### config.mk
export PLATFORM = sky130hd
export DESIGN_NAME = glu_seq_ctrl
export DESIGN_NICKNAME = d
export VERILOG_FILES = /design/src/rtl/glu_seq_ctrl.sv
export SDC_FILE = /design/constraint.sdc
export NUM_CORES = 1
export LEC_CHECK = 0
export CAP_MARGIN = 20
export CORE_MARGIN = 3
export CORE_UTILIZATION = 30
export DETAILED_ROUTE_END_ITERATION = 16
export DONT_BUFFER_PORTS = 1
export PLACE_DENSITY_LB_ADDON = 0.12
export SLEW_MARGIN = 25
export SYNTH_ARGS = -nofsm -noshare
export SYNTH_HDL_FRONTEND = slang
export SYNTH_SLANG_ARGS = --single-unit
### constraint.sdc
create_clock -name i_clk -period 16.3 [get_ports i_clk]
set_input_delay 1.63 -clock i_clk [delete_from_list [all_inputs] [get_ports i_clk]]
set_output_delay 1.63 -clock i_clk [all_outputs]
set_load 0.02 [all_outputs]
### src/rtl/glu_seq_ctrl.sv
// GLU activation sequencer: walks N_ELEM value/gate pairs and writes
// value * sigmoid(gate) in Q4.12, three cycles after each read is issued.
module glu_seq_ctrl #(
  parameter int N_ELEM = 9,
  parameter int ADDR_W = 4
) (
  input  logic              i_clk,
  input  logic              i_rst_n,
  input  logic              i_start,
  input  logic              i_abort,
  output logic              o_busy,
  output logic              o_done,
  output logic              o_rd_en,
  output logic [ADDR_W-1:0] o_rd_addr,
  input  logic [15:0]       i_rd_value,
  input  logic [15:0]       i_rd_gate,
  output logic [15:0]       o_sig_in,
  input  logic [15:0]       i_sig_out,
  output logic              o_wr_en,
  output logic [ADDR_W-1:0] o_wr_addr,
  output logic [15:0]       o_wr_data
);

  typedef enum logic [1:0] {S_IDLE, S_RUN, S_DRAIN, S_DONE} state_t;

  localparam logic [ADDR_W-1:0] LAST_ADDR = ADDR_W'(N_ELEM - 1);

  state_t              r_state;
  state_t              w_state_next;
  logic [1:0]          r_drain_cnt;
  logic                r_busy;
  logic                r_done;
  logic                r_rd_en;
  logic [ADDR_W-1:0]   r_rd_addr;
  logic                w_kill;

  logic                r_s0_vld;
  logic [ADDR_W-1:0]   r_s0_addr;
  logic                r_v1;
  logic signed [15:0]  r_s1_value;
  logic signed [15:0]  r_s1_sig;
  logic [ADDR_W-1:0]   r_s1_addr;
  logic                r_wr_en;
  logic [ADDR_W-1:0]   r_wr_addr;
  logic [15:0]         r_wr_data;

  logic signed [31:0]  w_prod;
  logic signed [31:0]  w_rnd;
  logic [15:0]         w_result;

  // Abort only has an effect once a run has left IDLE.
  assign w_kill = i_abort && (r_state != S_IDLE);

  always_ff @(posedge i_clk or negedge i_rst_n) begin
    if (!i_rst_n) begin
      r_state <= S_IDLE;
    end else begin
      r_state <= w_state_next;
    end
  end

  always_comb begin
    w_state_next = r_state;
    unique case (r_state)
      S_IDLE:  if (i_start && !i_abort) w_state_next = S_RUN;
      S_RUN: begin
        if (i_abort)                     w_state_next = S_IDLE;
        else if (r_rd_addr == LAST_ADDR) w_state_next = S_DRAIN;
      end
      S_DRAIN: begin
        if (i_abort)                 w_state_next = S_IDLE;
        else if (r_drain_cnt == 2'd2) w_state_next = S_DONE;
      end
      S_DONE:  w_state_next = S_IDLE;
      default: w_state_next = S_IDLE;
    endcase
  end

  // Control outputs are registered from the next state so they line up with it.
  always_ff @(posedge i_clk or negedge i_rst_n) begin
    if (!i_rst_n) begin
      r_drain_cnt <= 2'd0;
      r_busy      <= 1'b0;
      r_done      <= 1'b0;
      r_rd_en     <= 1'b0;
      r_rd_addr   <= '0;
    end else begin
      r_drain_cnt <= (r_state == S_DRAIN) ? r_drain_cnt + 2'd1 : 2'd0;
      r_busy      <= (w_state_next == S_RUN) || (w_state_next == S_DRAIN);
      r_done      <= (w_state_next == S_DONE);
      r_rd_en     <= (w_state_next == S_RUN);
      r_rd_addr   <= (r_state == S_RUN && w_state_next == S_RUN) ?
                     r_rd_addr + ADDR_W'(1) : '0;
    end
  end

  assign w_prod = 32'(r_s1_value) * 32'(r_s1_sig);
  assign w_rnd  = (w_prod + 32'sd2048) >>> 12;

  always_comb begin
    w_result = w_rnd[15:0];
    if (w_rnd > 32'sd32767)       w_result = 16'h7fff;
    else if (w_rnd < -32'sd32768) w_result = 16'h8000;
  end

  // Address rides with the data so writes never depend on the read counter.
  always_ff @(posedge i_clk or negedge i_rst_n) begin
    if (!i_rst_n) begin
      r_s0_vld   <= 1'b0;
      r_s0_addr  <= '0;
      r_v1       <= 1'b0;
      r_s1_value <= '0;
      r_s1_sig   <= '0;
      r_s1_addr  <= '0;
      r_wr_en    <= 1'b0;
      r_wr_addr  <= '0;
      r_wr_data  <= '0;
    end else begin
      r_s0_vld   <= r_rd_en && !w_kill;
      r_s0_addr  <= r_rd_addr;
      r_v1       <= r_s0_vld && !w_kill;
      r_s1_value <= i_rd_value;
      r_s1_sig   <= i_sig_out;
      r_s1_addr  <= r_s0_addr;
      r_wr_en    <= r_v1 && !w_kill;
      if (r_v1) begin
        r_wr_addr <= r_s1_addr;
        r_wr_data <= w_result;
      end
    end
  end

  assign o_sig_in  = i_rd_gate;
  assign o_busy    = r_busy;
  assign o_done    = r_done;
  assign o_rd_en   = r_rd_en;
  assign o_rd_addr = r_rd_addr;
  assign o_wr_en   = r_wr_en;
  assign o_wr_addr = r_wr_addr;
  assign o_wr_data = r_wr_data;

endmodule

==> results_dict.tcl <==
set metrics [dict create \
    status "completed" \
    cp_max_fo 16 \
    crit_end "o_wr_data[8]" \
    period_share 0.4453 \
    gr-total-overflow 0 \
    grt.total_usage 0.1487 \
    io_pins 96 \
    synth_most_common_cell "inv_1" \
    critPathRequiredTime_ns 16.57 \
    synthArstFlopShare 1.000 \
    setup.worst_path.start "r_s1_sig[1]" \
    ff2ff_path_depth 20 \
    dieArea_um2 42700 \
    drv_cap 0 \
    yosys_warnings 0 \
    clkSinkCount 74 \
    vias 7518 \
    slew_violations 0 \
    clock_path_buffers 2 \
    cts_setup_buffers 0 \
    synth_ff_type "dfrtp_1" \
    antenna_found_initial 0 \
    io_buffers 0 \
    worstMarginPinSlew_ns 0.8136 \
    maxSlewHeadroom 0.4576 \
    hold_viol_final 0 \
    finalSetupViolCount 0 \
    postLayoutCellArea_um2 12770 \
    synth_area_um2 12080 \
    setup_tns_ns 0 \
    grt_pass1_vias 8364 \
    rsz0062_at_grt "false" \
    ctsHoldBuffers 0 \
    syn_to_final_growth_pct 5.771 \
    finalCriticalPeriod_ns 7.259 \
    die_width_um 206.6 \
    synth_seq_cells 74 \
    drtIter0Drc 268 \
    synth.top_cells.by_count "inv_1, fa_1, nand2_1, and2_1, ha_1" \
    wl_mm 29.68 \
    dr.pass1.iters 5 \
    routed_via_density 4.420 \
    synth_area_leaders "fa_1, dfrtp_1, inv_1" \
    drive_gt1_frac 0.03635 \
    fillers 4074 \
    dpl.hpwl_mm 24.69 \
    synth_top_area_cell "fa_1" \
    ys_seq_area_frac 0.1533 \
    cts_tree "built" \
    start_util 0.3082 \
    fmax_mhz 137.8 \
    r2r_start "r_s1_sig[1]" \
    drc 0 \
    cts-htree-levels 3 \
    yosysTopAreaCellShare 0.4343 \
    wl_per_cell_um 17.45 \
    core_area_um2 39190 \
    gp_congestion 0.8027 \
    fin_nets 1574 \
    syn-num-nets 1612 \
    hold_depth 0 \
    clkLatencyLatePin_ns 0.35 \
    path_class "register to register" \
    row_count 72 \
    cp-start-kind "register" \
    critPathArrivalTime_ns 7.53 \
    hold_path.class "register to register" \
    synth_cell_type_count 56 \
    syn_area_per_cell_um2 9.931 \
    fin_skew_ns 0.01457 \
    endpoint_kind "register" \
    numCtsBuffers 9 \
    place_area_um2 12470 \
    rrSetupSlack_ns 9.04 \
    grt_pass1_wl_mm 48.47 \
    root_buffer "clkbuf_16" \
    timing.rr.end "o_wr_data[8]" \
    antenna_left 0 \
    diodes 0 \
    ctsResizeCount 0 \
    clk_pin_slew_ns 0.07 \
    grt_max_degree 75 \
    synth_edf_count 0 \
    synthCells 1216 \
    die_h_um 206.6 \
]
==> worst min-delay path by stage <==
stage	startpoint	endpoint	slack, ns
after global placement	r_s0_addr[3]	r_s1_addr[3]	0.33
after floorplan	r_s0_addr[0]	r_s1_addr[0]	0.33
final	r_s0_addr[0]	r_s1_addr[0]	0.34
after CTS	r_s0_addr[0]	r_s1_addr[0]	0.34
after global routing	r_s0_addr[3]	r_s1_addr[3]	0.36
after detailed placement	r_s0_addr[3]	r_s1_addr[3]	0.34
==> final cells by class <==
cell class              instances  area, um^2  share of cell area
clock buffers                  10       239.0             0.01871
clock inverters                 6       65.06            0.005094
inverters                     312        1171             0.09168
multi-input cells             777        8768              0.6865
flip-flops and latches         74        1852              0.1450
well taps                     518       648.1             0.05074
repair buffers                  4       30.03            0.002351
==> stage by stage <==
step / util / worst slack, ns / instances / hold WS (ns)
floorplan: - / 9.743 / 1216 / 0.3312
global placement: 0.3182 / 9.054 / 1685 / 0.3322
detailed placement: 0.3182 / 8.985 / 1685 / 0.3364
CTS: 0.3260 / 8.956 / 1701 / 0.3377
global route: 0.3260 / 8.520 / 1701 / 0.3598
finish: 0.3260 / 9.041 / 1701 / 0.3416
==> cell usage in the layout (no fill, tap or decap), drive strengths merged, types with 2 or more instances in the layout <==
cell type,count
inv,313
fa,262
nand2,137
and2,121
ha,82
dfrtp,74
nor2,36
xnor2,19
a21oi,19
o21ai,16
a221o,15
clkbuf,10
xor2,8
nand2b,6
nand3,6
nand4,6
mux2,4
buf,4
nor2b,4
a21o,3
o21bai,3
or2,3
clkinv,3
and3,2
a211oi,2
o31ai,2
o21a,2
a2111oi,2
a41oi,2
o211ai,2
==> critical path: stages (launching register included) <==
cell	delay (ns)
dfrtp_1	0.73
nand2_1	0.20
inv_1	0.15
fa_1	0.54
fa_1	0.83
inv_1	0.20
fa_1	0.52
fa_1	0.56
fa_1	0.43
fa_1	0.49
inv_1	0.04
ha_1	0.33
nand4_1	0.14
nor2_1	0.22
nand3_1	0.15
or2_2	0.31
a41oi_2	0.17
nand2_1	0.09
o41ai_1	0.30
and2_1	0.54
a221o_2	0.26
==> logic make-up (layout without fill, tap and decap cells) <==
family / Yosys count / after routing / share of synthesized area
flops: 74 / 74 / 0.1533
compound gates: 76 / 76 / 0.05004
mux: 4 / 4 / 0.003730
fa+ha+maj: 344 / 344 / 0.5193
xor+xnor: 27 / 27 / 0.01958
simple gates: 326 / 326 / 0.1334
buf+inv: 365 / 332 / 0.1206
==> sequential cells by signal, indices dropped and copies added (netlist names), 4 cells and up <==
name / cells
o_rd_addr: 4
r_s1_value: 16
r_s1_addr: 4
o_wr_data: 16
o_wr_addr: 4
r_s0_addr: 4
r_s1_sig: 16
==> layer usage <==
metal	track usage	up-vias	routed length [um]
li1	-	3468	-
met1	0.2132	3950	14070
met2	0.2505	88	14670
met3	0.01772	12	793
met4	0.01794	0	141
met5	0	-	0
Power is left out: the tool's default activity adds up to more than one toggle a clock period on the data nets, which glitch-free logic cannot reach.
